### src/rtl/div_pkg.sv
// Shared types, default sizes and the round-robin pick helper for the divider scheduler.
package div_pkg;

    localparam int unsigned DIV_WIDTH   = 32;
    localparam int unsigned DIV_N_REQ   = 4;
    localparam int unsigned DIV_MAX_REQ = 8;

    typedef enum logic [1:0] {
        IDLE,
        RUN,
        RESP
    } div_state_t;

    // One-hot pick of the first valid bit after 'last', wrapping. Bits above the
    // real requester count are zero, so wrapping modulo 8 gives the same order
    // as wrapping modulo N_REQ.
    function automatic logic [DIV_MAX_REQ-1:0] rr_pick(input logic [DIV_MAX_REQ-1:0] valid,
                                                       input logic [2:0]             last);
        logic [DIV_MAX_REQ-1:0] grant;
        logic [2:0]             idx;
        logic                   found;
        grant = '0;
        found = 1'b0;
        for (int i = 1; i <= int'(DIV_MAX_REQ); i++) begin
            idx = last + 3'(i);
            if (!found && valid[idx]) begin
                grant[idx] = 1'b1;
                found      = 1'b1;
            end
        end
        return grant;
    endfunction

endpackage

### src/rtl/div_iter.sv
// Iterative restoring divider: one quotient bit per clock, MSB first.
module div_iter
    import div_pkg::*;
#(
    parameter int unsigned WIDTH = DIV_WIDTH
) (
    input  logic             clock,
    input  logic             reset_n,
    input  logic             start,
    input  logic [WIDTH-1:0] a,
    input  logic [WIDTH-1:0] b,
    output logic             done,
    output logic [WIDTH-1:0] q,
    output logic [WIDTH-1:0] r
);

    localparam int unsigned CNT_W = (WIDTH > 1) ? $clog2(WIDTH) : 1;

    logic             run_q;
    logic [CNT_W-1:0] cnt_q;
    logic [WIDTH-1:0] a_q;
    logic [WIDTH-1:0] b_q;
    logic [WIDTH-1:0] r_q;
    logic [WIDTH-1:0] q_q;

    logic [WIDTH:0]   r_sh;
    logic [WIDTH:0]   r_nx;
    logic             ge;
    logic [WIDTH-1:0] q_d;
    logic [WIDTH-1:0] r_d;

    // One restoring step; the widened partial remainder cannot overflow for large divisors.
    always_comb begin
        r_sh = {r_q, a_q[WIDTH-1]};
        ge   = (r_sh >= {1'b0, b_q});
        r_nx = ge ? (r_sh - {1'b0, b_q}) : r_sh;
        r_d  = WIDTH'(r_nx);
        q_d  = (q_q << 1) | WIDTH'(ge);
    end

    // On the last step the combinational results are the final quotient/remainder.
    assign done = run_q && (cnt_q == CNT_W'(WIDTH - 1));
    assign q    = q_d;
    assign r    = r_d;

    // Step counter and shift registers.
    always_ff @(posedge clock or negedge reset_n) begin
        if (!reset_n) begin
            run_q <= 1'b0;
            cnt_q <= '0;
            a_q   <= '0;
            b_q   <= '0;
            r_q   <= '0;
            q_q   <= '0;
        end else if (start) begin
            run_q <= 1'b1;
            cnt_q <= '0;
            a_q   <= a;
            b_q   <= b;
            r_q   <= '0;
            q_q   <= '0;
        end else if (run_q) begin
            a_q   <= a_q << 1;
            r_q   <= r_d;
            q_q   <= q_d;
            cnt_q <= cnt_q + CNT_W'(1);
            if (done) begin
                run_q <= 1'b0;
            end
        end
    end

endmodule

### src/rtl/div_scheduler.sv
// Round-robin front end sharing one iterative divider among several requesters.
module div_scheduler
    import div_pkg::*;
#(
    parameter int unsigned N_REQ = DIV_N_REQ,
    parameter int unsigned WIDTH = DIV_WIDTH,
    parameter int unsigned ID_W  = 2
) (
    input  logic                   clock,
    input  logic                   reset_n,
    input  logic [N_REQ-1:0]       req_valid,
    output logic [N_REQ-1:0]       req_ready,
    input  logic [N_REQ*WIDTH-1:0] req_a,
    input  logic [N_REQ*WIDTH-1:0] req_b,
    output logic                   resp_valid,
    input  logic                   resp_ready,
    output logic [ID_W-1:0]        resp_id,
    output logic [WIDTH-1:0]       resp_q,
    output logic [WIDTH-1:0]       resp_r,
    output logic                   resp_dbz,
    output logic                   busy
);

    div_state_t       state_q;
    logic [ID_W-1:0]  last_grant_q;
    logic [ID_W-1:0]  id_q;
    logic             dbz_q;

    logic [N_REQ-1:0] pick;
    logic [ID_W-1:0]  id_c;
    logic [WIDTH-1:0] a_sel;
    logic [WIDTH-1:0] b_sel;
    logic             hs;
    logic             done;
    logic [WIDTH-1:0] iter_q;
    logic [WIDTH-1:0] iter_r;

    // Arbiter: the grant is offered only in IDLE and never while reset is held.
    assign pick      = N_REQ'(rr_pick(DIV_MAX_REQ'(req_valid), 3'(last_grant_q)));
    assign req_ready = (state_q == IDLE && reset_n) ? pick : '0;
    assign hs        = |(req_valid & req_ready);

    // Operand and id mux driven by the one-hot grant.
    always_comb begin
        id_c  = '0;
        a_sel = '0;
        b_sel = '0;
        for (int unsigned k = 0; k < N_REQ; k++) begin
            if (req_ready[k]) begin
                id_c  = ID_W'(k);
                a_sel = req_a[k*WIDTH +: WIDTH];
                b_sel = req_b[k*WIDTH +: WIDTH];
            end
        end
    end

    div_iter #(
        .WIDTH (WIDTH)
    ) u_iter (
        .clock   (clock),
        .reset_n (reset_n),
        .start   (hs),
        .a       (a_sel),
        .b       (b_sel),
        .done    (done),
        .q       (iter_q),
        .r       (iter_r)
    );

    // Control FSM with registered response port.
    always_ff @(posedge clock or negedge reset_n) begin
        if (!reset_n) begin
            state_q      <= IDLE;
            last_grant_q <= ID_W'(N_REQ - 1);
            id_q         <= '0;
            dbz_q        <= 1'b0;
            resp_valid   <= 1'b0;
            resp_id      <= '0;
            resp_q       <= '0;
            resp_r       <= '0;
            resp_dbz     <= 1'b0;
            busy         <= 1'b0;
        end else begin
            case (state_q)
                IDLE: begin
                    if (hs) begin
                        last_grant_q <= id_c;
                        id_q         <= id_c;
                        dbz_q        <= (b_sel == '0);
                        busy         <= 1'b1;
                        state_q      <= RUN;
                    end
                end
                RUN: begin
                    if (done) begin
                        resp_valid <= 1'b1;
                        resp_id    <= id_q;
                        resp_q     <= iter_q;
                        resp_r     <= iter_r;
                        resp_dbz   <= dbz_q;
                        state_q    <= RESP;
                    end
                end
                RESP: begin
                    if (resp_ready) begin
                        resp_valid <= 1'b0;
                        busy       <= 1'b0;
                        state_q    <= IDLE;
                    end
                end
                default: state_q <= IDLE;
            endcase
        end
    end

endmodule

### config.mk
export PLATFORM = sky130hd
export DESIGN_NAME = div_scheduler
export DESIGN_NICKNAME = d
export VERILOG_FILES = /design/src/rtl/div_pkg.sv /design/src/rtl/div_iter.sv /design/src/rtl/div_scheduler.sv
export SDC_FILE = /design/constraint.sdc
export NUM_CORES = 1
export LEC_CHECK = 0
export CAP_MARGIN = 20
export CORE_UTILIZATION = 54
export CTS_CLUSTER_DIAMETER = 30
export CTS_CLUSTER_SIZE = 28
export DETAILED_ROUTE_END_ITERATION = 10
export GPL_TIMING_DRIVEN = 0
export MAX_ROUTING_LAYER = met4
export PLACE_DENSITY = 0.88
export SYNTH_ARGS = -nofsm -noshare
export SYNTH_HDL_FRONTEND = slang
export SYNTH_SLANG_ARGS = --single-unit
### constraint.sdc
create_clock -name clock -period 10.85 [get_ports clock]
set_input_delay 2.17 -clock clock [delete_from_list [all_inputs] [get_ports clock]]
set_output_delay 2.17 -clock clock [all_outputs]
set_load 0.01 [all_outputs]
### Word-level counts from Yosys, hierarchy flattened

Cells that the tools add are included.

| storage, ports and cells | value |
|---|---|
| flip-flop bits (word level) | 209 |
| output and inout bits | 73 |
| logic and storage cells | 172 |

| cells by class | value |
|---|---|
| $add $sub $neg | 9 |
| magnitude comparators | 17 |
| equality and inequality tests | 6 |
| mux-type cells | 80 |
| bitwise gates (word level) | 9 |
| reduce and logical (&&, ||, !) cells | 35 |

Operators by type and width:

| kind | count |
|---|---|
| 32-bit two-way mux | 13 |
| 31-bit two-way mux | 2 |
| 4-bit two-way mux | 9 |
| 33-bit by 32-bit >= comparator with 1-bit output | 1 |
| 32-bit zero test | 1 |
| 32-bit by 1-bit OR with 32-bit output | 1 |
| 32-bit subtractor | 1 |
| 1-bit two-way mux | 30 |
| 3-bit by 4-bit < comparator with 1-bit output, second input constant | 7 |
| 4-bit OR | 7 |
| 1-bit binary-select mux with 3-bit select | 7 |
| 1-bit demux with 3-bit select | 7 |
| 3-bit by 1-bit >= comparator with 1-bit output, second input constant | 7 |
| 1-bit logical AND | 17 |
| 2-bit by 3-bit adder with 3-bit output, second input constant | 4 |
| 2-bit two-way mux | 5 |
| 5-bit two-way mux | 2 |
| 3-bit AND reduction | 3 |
| 1-bit zero test | 7 |
| 2-bit by 2-bit adder with 3-bit output, second input constant | 2 |
| 2-bit != test, second input constant | 3 |
| 2-bit case mux with 3 select lines | 1 |
| 2-bit nonzero test | 3 |
| 5-bit by 1-bit adder with 5-bit output, second input constant | 1 |
| other kinds (13) | 15 |

### Logic depth before layout (Yosys ltp)

Gate-level depths: netlist of run 1.

| depth | value |
|---|---|
| word-level depth | 31 |
| mapped depth | 16 |
| mapped depth without buffers | 13 |

### Cells and area by module

Synthesis of run 1 repeated with hierarchy kept, for this count alone.

| second synthesis, totals | value |
|---|---|
| cell total of the unflattened synthesis | 1,390 |
| area total of the unflattened synthesis | 13,145.1 um^2 |

Modules (own cells, without submodules):

| module | instances | cells an instance | area each (um^2) | seq. area each (um^2) |
|---|---|---|---|---|
| div_iter | 1 | 874 | 7,880.1 | 3,328.2 |
| div_scheduler | 1 | 516 | 5,265.0 | 1,904.3 |

### Least setup slack after synthesis of run 1

No wires, ideal clock.

| timing path | value |
|---|---|
| path kind | input port to output port |
| start | input req_valid[2] |
| end | output req_ready[2] |
| arrival time | 4.219 ns |
| data required time | 8.680 ns |
| slack | 4.461 ns |
| cell stages on the path | 9 |
| cells stage by stage | buf_6 mux4_2 and2_4 or3_4 o211ai_4 nand2_1 inv_2 buf_2 buf_2 |

| between the ends | value |
|---|---|
| cells in the longest elaborated chain, start to end | 25 |
| elaborated cells between the ends (all ways) | 53 |
| those cells by class | mux (32); bitwise (7); reduce/logical (14) |

Ends and longest elaborated chain:

| item | line | text |
|---|---|---|
| start: declaration | div_scheduler.sv:11 | `input logic [N_REQ-1:0] req_valid,` |
| 1-bit binary-select mux with 3-bit select | div_pkg.sv:26 | `if (!found && valid[idx]) begin` |
| 1-bit two-way mux (implied by the code) | div_pkg.sv:26 |  |
| 1-bit two-way mux | div_pkg.sv:26 |  |
| 1-bit zero test | div_pkg.sv:26 |  |
| 1-bit logical AND | div_pkg.sv:26 |  |
| 1-bit two-way mux | div_pkg.sv:26 |  |
| 1-bit zero test | div_pkg.sv:26 |  |
| 1-bit logical AND | div_pkg.sv:26 |  |
| (+9 left out) | n/a |  |
| 1-bit two-way mux | div_pkg.sv:26 |  |
| 1-bit zero test | div_pkg.sv:26 |  |
| 1-bit logical AND | div_pkg.sv:26 |  |
| 1-bit two-way mux | div_pkg.sv:26 |  |
| 1-bit zero test | div_pkg.sv:26 |  |
| 1-bit logical AND | div_pkg.sv:26 |  |
| 4-bit two-way mux * | div_pkg.sv:26 |  |
| 4-bit two-way mux * | div_scheduler.sv:40 | `assign req_ready = (state_q == IDLE && reset_n) ? pick : '0;` |
| end: declaration | div_scheduler.sv:12 | `output logic [N_REQ-1:0] req_ready,` |

Every way passes the cells marked *; elsewhere a longest branch is shown, timed or not. The select of a mux whose other input is x is not followed.

### Final worst setup path of run 1

| timing path | value |
|---|---|
| start | input req_valid[3] |
| end | output req_ready[1] |

The elaborated chain is that of the path after synthesis.

==> results of run 1 <==
-- state kept, by name, summed over array words and instances (netlist names), 2 cells and up --
register	count
resp_q	32
resp_r	32
u_iter.a_q	32
u_iter.b_q	32
u_iter.r_q	32
u_iter.q_q	31
u_iter.cnt_q	5
id_q	2
last_grant_q	2
resp_id	2
state_q	2
-- layout by cell type (no fill, tap or decap), types with 11 or more instances in the layout --
master,Yosys,final
nand4_1,16,16
ha_1,42,42
xnor2_1,17,17
nor2b_1,34,34
buf_2,24,24
a21oi_1,143,143
a221oi_1,63,63
mux2i_1,59,59
nand3_1,61,61
nor2_1,109,109
a211oi_1,41,41
a21o_1,15,15
clkdlybuf4s50_1,0,333
clkbuf_16,0,37
nand2_1,117,117
dfrtp_1,207,207
o2bb2ai_1,11,11
a31oi_1,11,11
mux2_2,49,49
o21ai_0,88,88
clkbuf_1,60,63
inv_1,53,53
-- worst max-delay path, cell delays in order --
cell             delay [ps]
clkdlybuf4s50_1         570
mux4_2                  570
and2_4                  190
or3_4                   430
o211a_1                 270
nor2_1                  490
clkbuf_1                530
clkdlybuf4s50_1         670
-- power groups by stage --
stage	sequential (mW)	combinational, mW	clock [mW]
finish	1.37	3.35	1.18
global route	1.40	3.64	1.22
detailed placement	1.36	3.25	0
CTS	1.36	3.29	1.18
floorplan	1.34	2.20	0
global placement	1.34	3.17	0
-- path summary, 6_finish.rpt --
path                                                  start  slack (ps)                      to  cells past startpoint
worst max register to register  last_grant_q[1]$_DFFE_PN1P_        5670       dbz_q$_DFFE_PN0P_                     16
max in group asynchronous                           reset_n        8130   resp_r[0]$_DFFE_PN0P_                      2
worst max-delay path                           req_valid[3]        2770            req_ready[1]                      8
worst min register to register        resp_r[2]$_DFFE_PN0P_         480   resp_r[2]$_DFFE_PN0P_                      2
min in group asynchronous                           reset_n        1660  resp_r[14]$_DFFE_PN0P_                      1
worst min-delay path                  resp_r[2]$_DFFE_PN0P_         480   resp_r[2]$_DFFE_PN0P_                      2
-- routing by layer --
metal	up-vias	GRT usage, %	routed length, um
met5	-	-	0
met4	0	22.63	2811
met3	181	5.877	3274
met2	752	68.81	23340
met1	6291	47.65	17990
li1	5849	-	-
-- cell families after synthesis --
kind of cell    share of synthesized area (%)
fa+ha+maj                               4.309
compound gates                          22.72
mux                                     9.557
xor+xnor                                1.868
buf+inv                                 5.189
simple gates                            15.02
flops                                   41.33
-- cell type report --
cell class                 count  area (sq um)  area share, %
clock buffer                  45          1006          5.685
multi-input combinational   1022          6770          38.26
antenna                        3         7.507        0.04242
clock inverter                21         255.2          1.442
buffer                        98         450.4          2.545
inverter                      55         206.4          1.167
timing repair buffer         335          3376          19.08
sequential                   209          5233          29.57
tap                          313         391.6          2.213
-- per-stage QoR --
step | worst slack, ps | cell area [sq um] | hold slack (ps) | util [%] | std cells
after floorplan | 4461 | 12660 | 449.8 | - | 1384
after global placement | -4485 | 16390 | 460.5 | 71.76 | 2031
after detailed placement | 2871 | 16430 | 469.9 | 71.90 | 2032
after CTS | 2873 | 17690 | 479.9 | 77.42 | 2098
after global routing | 2701 | 17700 | 504.8 | 77.45 | 2101
final | 2771 | 17700 | 477.1 | 77.45 | 2101
==> run summary, run 1 <==
• finished, final reports clean — result of the run
• 8079 ps — Period minus WS final
• 3.297 mW — cell internal pwr
• 41.33% — sequential area share after synthesis
• false — RSZ-0062 raised after global routing
• 15.75 ps — worst-case clock skew
• dfrtp_1 — most common flop cell mapped by yosys
• 9.147 sq um — average size of a mapped cell
• 22.56 um — average detailed-routed wire length per instance
• 2 — htree depth
• 68 — number of distinct standard cells referenced by the synthesized netlist
• output port — Worst setup EP type
• 37 — TritonCTS buffer count
• clkbuf_16 — buffer type at the clock tree root
• 100.0% — share of synthesized registers carrying an async set or reset
• 12660 sq um — Cell Area, Synth
• 1233 — number of design-rule violations left by the first detailed-router iteration
• 55.41% — initial core utilization
• 0 ps — setup TNS
• 10 — largest fanout of any net on the critical path
• 3 — number of antenna violations at the first check in global routing
• 73000 um — global-route wire length before repair
• 0 — post-detailed-route count of antenna-violating nets
• 1690 — Net Count, Synth
• 5910 ps — Worst EP arrival
• 44.12% — Sw Ratio
• 520 ps — Skew-Pair Late Insertion Delay
• 2.603 mW — net switching power
• 333.4 nW/um^2 — PwrDens
• 334 — Port Buf Inserts
• 74.46% — period utilisation layout
• 6 — iteration count of the initial detailed-routing pass
• 0.1238 GHz — maximum clock frequency
• 0 — Synth Warn #
• 7.729 nW — static leakage power
• reg -> reg — type of the most critical hold path
• 209 — register bit total from synthesis
• 2064 — Final #Nets
• 336 — I/O Pins
• in -> out — kind of critical path
• 128 — maximum number of pins on one net before global-route repair
• 3 — maximum root-to-sink buffer count
• 39.78% — area grow syn2layout
• 40.92% — area share of the largest cell type after synthesis
• 6.222 — via density per instance
• 0 — fin. max-slew vios
• 24060 sq um — die outline area
• 8680 ps — critical path data required time
• 0 — final setup fails
• 0 — cells resized by post-CTS repair
• primary input — launching element type of the critical path
• 13180 — via count of the first global-routing pass
• 0 — Remaining DRCs
• 0 — GRT overflow
• 20.0% — Clock Power Share
• 0 — count of hold-fix buffers inserted at cts
• yes — clock tree from TritonCTS
• 0.9789 — routability cong.
• 23.2% — relative contribution of sequential cells to total power
• 41.06% — total track usage
• 50 ps — Worst-path clk slew
• 13070 — vias after detailed routing
• dfrtp_1 — top cell type by total area after synthesis
• 56.8% — Logic pwr share
• 1562 — # fillers
• 35760 um — Final HPWL DP
• 5.900 mW — total power after layout
• 0 — # Post-CTS Setup Buffers
• dfrtp_1 41%, a21oi_1 5.7%, mux2i_1 4.7% — synth top area cells
• 22850 sq um — standard cell core area
• 0.1753 mV — Peak supply drop
• 0 — number of enable-type register cells in the synthesized netlist
• 9.692% — fraction of final layout cells sized beyond drive strength 1
• 155.1 um — width of the die
• dfrtp_1 — most frequently used cell type in the post-synthesis netlist
• 207 x dfrtp_1, 143 x a21oi_1, 117 x nand2_1 — most frequent cells after synthesis
• 55 — number of standard-cell rows in the floorplan
• 864.2 ps — Tightest Pin Transition
• 209 — Num Clock Sinks
• 40.90% — relative max-transition margin
• 0 — number of hold violations in the final report
• 1384 — synthesized netlist cell count
• 155.1 um — die extent in y
• 0 — MaxCap Viol Count
• 47410 um — total wire length
Power figures use the tool's default switching activity.
==> run 2: changes to the inputs <==
--- a/config.mk
+++ b/config.mk
@@ -6,13 +6,13 @@
 export NUM_CORES = 1
 export LEC_CHECK = 0
 export CAP_MARGIN = 20
-export CORE_UTILIZATION = 54
+export CORE_UTILIZATION = 50
 export CTS_CLUSTER_DIAMETER = 30
 export CTS_CLUSTER_SIZE = 28
 export DETAILED_ROUTE_END_ITERATION = 10
 export GPL_TIMING_DRIVEN = 0
 export MAX_ROUTING_LAYER = met4
-export PLACE_DENSITY = 0.88
+export PLACE_DENSITY = 0.82
 export SYNTH_ARGS = -nofsm -noshare
 export SYNTH_HDL_FRONTEND = slang
 export SYNTH_SLANG_ARGS = --single-unit
==> constraint.sdc (replaced) <==
create_clock -name clock -period 8.4 [get_ports clock]
set_input_delay 1.68 -clock clock [delete_from_list [all_inputs] [get_ports clock]]
set_output_delay 1.68 -clock clock [all_outputs]
set_load 0.01 [all_outputs]
==> run summary, run 2 (same netlist as run 1, synthesis figures left out) <==
• 161.1 um — width of the die
• 0 — count of hold-fix buffers inserted at cts
• 10 — largest fanout of any net on the critical path
• 16 — worst r2r path cells
• 6.048 — via density per instance
• 0 — final setup fails
• 35.00% — relative max-transition margin
• 0 — post-detailed-route count of antenna-violating nets
• 1854 — # fillers
• 161.1 um — die extent in y
• 12790 — vias after detailed routing
• 50 ps — Worst-path clk slew
• 57 — number of standard-cell rows in the floorplan
• 1 — number of antenna violations at the first check in global routing
• 25960 sq um — die outline area
• 24600 sq um — standard cell core area
• 13290 — via count of the first global-routing pass
• 0.2757 mV — Peak supply drop
• 73450 um — global-route wire length before repair
• 0 ps — setup TNS
• 35650 um — Final HPWL DP
• clkbuf_16 — buffer type at the clock tree root
• 0 — fin. max-slew vios
• 1079 — number of design-rule violations left by the first detailed-router iteration
• 333 x clkdlybuf4s50_1, 207 x dfrtp_1, 143 x a21oi_1 — leading cell types in the layout, fill and taps excluded
• 2065 — Final #Nets
• 0 — # Post-CTS Setup Buffers
• false — RSZ-0062 raised after global routing
• 1350 ps — setup slack of the critical path after layout
• 0 — GRT overflow
• 2 — hold depth
• 7050 ps — Period minus WS final
• 209 — Num Clock Sinks
• 430.0 nW/um^2 — PwrDens
• primary input — launching element type of the critical path
• 37.71% — total track usage
• 110 — maximum number of pins on one net before global-route repair
• clkdlybuf4s50_1 — most common library cell in the layout ignoring fill and taps
• 51.45% — initial core utilization
• yes — clock tree from TritonCTS
• 520 ps — Skew-Pair Late Insertion Delay
• 3 — maximum root-to-sink buffer count
• 334 — Port Buf Inserts
• 336 — I/O Pins
• 47010 um — total wire length
• in -> out — kind of critical path
• finished, final reports clean — result of the run
• 40.50% — area grow syn2layout
• 950.4 ps — Tightest Pin Transition
• 0.9893 — routability cong.
• 1423 ps — worst setup slack after placement
• 5 — iteration count of the initial detailed-routing pass
• 0 — cells resized by post-CTS repair
• 0 — Remaining DRCs
• 0 — number of hold violations in the final report
• 2 — htree depth
• 0.1419 GHz — maximum clock frequency
• output port — Worst setup EP type
• 38 — TritonCTS buffer count
• reg -> reg — type of the most critical hold path
• 5370 ps — Worst EP arrival
• 0 — MaxCap Viol Count
• 6720 ps — critical path data required time
• 7.766 nW — static leakage power
• 83.92% — period utilisation layout
• 9.726% — fraction of final layout cells sized beyond drive strength 1
• 22.24 um — average detailed-routed wire length per instance
• 25.57 ps — worst-case clock skew
==> run 2: changes by cell type in the layout (fill, tap and decap cells not counted), moves of 2 or more <==
cell	previous run	this run
clkbuf_16	37	39
diode_2	3	1
clkbuf_1	63	66
clkinv_4	5	3
clkinv_8	0	2
inv_6	3	1
==> run 2: cell type report <==
class | count | area, sq um | share of cell area (%)
Clock buffer | 51 | 1081 | 6.078
Timing Repair Buffer | 335 | 3376 | 18.98
Tap cell | 324 | 405.4 | 2.279
Clock inverter | 19 | 262.8 | 1.477
Multi-Input combinational cell | 1022 | 6770 | 38.06
Inverter | 55 | 206.4 | 1.161
Sequential cell | 209 | 5233 | 29.42
Antenna cell | 1 | 2.502 | 0.01407
Buffer | 98 | 450.4 | 2.532
==> run 2: layer usage <==
| metal | GRT usage [%] | part of all wire [%] |
|---|---|---|
| met2 | 61.95 | 49 |
| met5 | - | 0 |
| met4 | 19.25 | 5.4 |
| met3 | 5.316 | 6.1 |
| met1 | 45.33 | 40 |
==> run 2: critical path, stage by stage <==
cell,delay [ps]
clkdlybuf4s50_1,590
mux4_2,580
and2_4,190
or3_4,430
o211ai_4,290
nand2_1,210
inv_2,180
buf_2,310
buf_2,320
clkdlybuf4s50_1,600
==> run 2: report_power, final <==
part	total [mW]	internal (mW)	switching [mW]
Sequential	1.78	1.47	0.310
Clock	1.59	1.06	0.525
Combinational	4.29	1.81	2.48
==> run 2: stage by stage <==
stage	utilization, %	hold WS, ps	area, sq um	power (mW)	instances
after floorplan	-	449.8	12660	4.568	1384
after global placement	66.69	460.7	16410	5.808	2042
after detailed placement	66.82	468.9	16440	5.929	2043
after CTS	72.28	479.3	17780	7.589	2113
after global routing	72.29	501.0	17790	8.134	2114
final	72.29	473.2	17790	7.649	2114
==> run 2: final timing paths <==
check | slack [ps] | start | endpoint
min in group asynchronous | 1230 | reset_n | resp_r[13]$_DFFE_PN0P_
max in group asynchronous | 6160 | reset_n | u_iter.q_q[19]$_DFFE_PN0P_
hold reg to reg | 470 | resp_r[15]$_DFFE_PN0P_ | resp_r[15]$_DFFE_PN0P_
setup / recovery | 1350 | req_valid[0] | req_ready[2]
hold / removal | 470 | resp_r[15]$_DFFE_PN0P_ | resp_r[15]$_DFFE_PN0P_
setup reg to reg | 3200 | last_grant_q[1]$_DFFE_PN1P_ | dbz_q$_DFFE_PN0P_
==> run 3: changes to the inputs <==
==> constraint.sdc (replaced) <==
create_clock -name clock -period 6.5 [get_ports clock]
set_input_delay 1.3 -clock clock [delete_from_list [all_inputs] [get_ports clock]]
set_output_delay 1.3 -clock clock [all_outputs]
set_load 0.01 [all_outputs]
==> run summary, run 3 (same netlist as run 1, synthesis figures left out) <==
• 9.889 mW — total power after layout
• reg -> reg — type of the most critical hold path
• 0 ps — setup TNS
• 7 — buffers plus inverters on the worst setup path
• resp_r[15]$_DFFE_PN0P_ — Worst Hold Launch
• 20.8% — Clock Power Share
• req_ready[2] — capturing element of the worst setup path
• 9.787% — fraction of final layout cells sized beyond drive strength 1
• 4980 ps — Worst EP arrival
• 650 ps — peak per-stage delay on the critical path
• clkbuf_16 — buffer type at the clock tree root
• 161.1 um — width of the die
• 0 — # Post-CTS Setup Buffers
• finished, final reports clean — result of the run
• 24600 sq um — standard cell core area
• 5.606 mW — cell internal pwr
• 7.765 nW — static leakage power
• 72.30% — final cell utilization of the core
• 0 — final setup fails
• 96.69% — period utilisation layout
• 110 — maximum number of pins on one net before global-route repair
• 43.31% — Sw Ratio
• buf_2 — Most Frequent Cell on Critical Path
• 0 — MaxCap Viol Count
• 16 — worst r2r path cells
• clkdlybuf4s50_1 — most common library cell in the layout ignoring fill and taps
• yes — clock tree from TritonCTS
• 12780 — vias after detailed routing
• 0 — Remaining DRCs
• 7 — iteration count of the initial detailed-routing pass
• 0 — number of hold violations in the final report
• 963.0 ps — Tightest Pin Transition
• buffers and inverters — crit-path leading delay family
• 0.9893 — routability cong.
• 555.9 nW/um^2 — PwrDens
• 4.283 mW — net switching power
• 73450 um — global-route wire length before repair
• 17790 sq um — fin area
• 38 — TritonCTS buffer count
• 0.3566 mV — Peak supply drop
• buf_2 -> inv_1 -> ha_1 -> buf_2 -> mux4_2 -> and2_4 -> or3_4 -> o211ai_4 -> nand2_1 -> inv_2 -> buf_2 -> buf_2 -> clkdlybuf4s50_1 — cells along the critical path
• 6.049 — via density per instance
• 57 — number of standard-cell rows in the floorplan
• output port — Worst setup EP type
• 25960 sq um — die outline area
• 35650 um — Final HPWL DP
• 0 — count of hold-fix buffers inserted at cts
• reg -> out — kind of critical path
• 2043 — placed instance count
• 13290 — via count of the first global-routing pass
• 34.14% — relative max-transition margin
• flop — launching element type of the critical path
• 37.71% — total track usage
• false — RSZ-0062 raised after global routing
• 46960 um — total wire length
• 16440 sq um — DP Area
• 2113 — Non-Filler Instances
• 473.1 ps — final hold slack
• 520 ps — Skew-Pair Late Insertion Delay
• 22.22 um — average detailed-routed wire length per instance
• 2 — htree depth
• 0 — fin. max-slew vios
• 1420 ps — setup slack of the worst register-to-register path
• 6285 ps — Period minus WS final
• 215.3 ps — setup slack of the critical path after layout
• 209 — Num Clock Sinks
• 0.1591 GHz — maximum clock frequency
• last_grant_q[0]$_DFFE_PN1P_ — worst setup path startpoint
• 0 — cells resized by post-CTS repair
• 40.52% — area grow syn2layout
• 0 — post-detailed-route count of antenna-violating nets
• 0 — GRT overflow
• dbz_q$_DFFE_PN0P_ — endpoint of the lowest-slack register-to-register path
• 13 — number of gates on the worst path with buffers counted
• 5200 ps — critical path data required time
• 1089 — number of design-rule violations left by the first detailed-router iteration
• 334 — Port Buf Inserts
• 25.77 ps — worst-case clock skew
• 333 x clkdlybuf4s50_1, 207 x dfrtp_1, 143 x a21oi_1 — leading cell types in the layout, fill and taps excluded
• 51.45% — initial core utilization
• 282.7 ps — worst setup slack after placement
• 10 — largest fanout of any net on the critical path
• 161.1 um — die extent in y
• 2064 — Final #Nets
• 23.3% — relative contribution of sequential cells to total power
• 3 — maximum root-to-sink buffer count
• last_grant_q[0]$_DFFE_PN1P_ — origin of the critical flop-to-flop path
• 56.0% — Logic pwr share
• 336 — I/O Pins
• 50 ps — Worst-path clk slew
• 1855 — # fillers
• 1 — number of antenna violations at the first check in global routing
• dfstp_2 — library cell contributing the largest single delay on the critical path
-- run 3: how the worst min path moves through the flow --
stage | cells after the start | slack, ps | end
5_1_grt | 2 | 500 | resp_r[15]$_DFFE_PN0P_
3_3_place_gp | 2 | 460 | resp_r[10]$_DFFE_PN0P_
6_report | 2 | 470 | resp_r[15]$_DFFE_PN0P_
2_1_floorplan | 2 | 450 | u_iter.b_q[18]$_DFFE_PN0N_
3_5_place_dp | 2 | 470 | resp_r[15]$_DFFE_PN0P_
4_1_cts | 2 | 480 | resp_r[15]$_DFFE_PN0P_
-- run 3: tightest hold or removal path, cell delays in order, from the launching register on --
cell     delay [ps]
dfrtp_1         330
nand2_1          50
o21ai_0          60
-- run 3: metal layers --
layer  share of wire [%]  wire, um  vias up  track usage [%]
met5                   0         0        -                -
met4                 5.4      2550        0            19.25
met3                 5.7      2670      147            5.316
met2                  48     22730      560            61.95
met1                  40     19000     6235            45.33
li1                    -         -     5839                -
-- run 3: cell type report --
| class | count | area [sq um] | area share (%) |
|---|---|---|---|
| clock buffer | 51 | 1081 | 6.077 |
| timing repair buffer | 335 | 3376 | 18.98 |
| multi-input combinational | 1022 | 6777 | 38.09 |
| clock inverter | 19 | 262.8 | 1.477 |
| buffer | 97 | 446.7 | 2.511 |
| tap | 324 | 405.4 | 2.279 |
| inverter | 55 | 206.4 | 1.160 |
| antenna | 1 | 2.502 | 0.01407 |
| sequential | 209 | 5233 | 29.41 |
-- run 3: power groups by stage --
stage	clock (mW)	combinational (mW)	sequential [mW]
6_report	2.05	5.53	2.30
5_1_grt	2.13	6.02	2.36
4_1_cts	2.06	5.46	2.28
3_5_place_dp	0	5.39	2.28
3_3_place_gp	0	5.25	2.25
2_1_floorplan	0	3.68	2.23
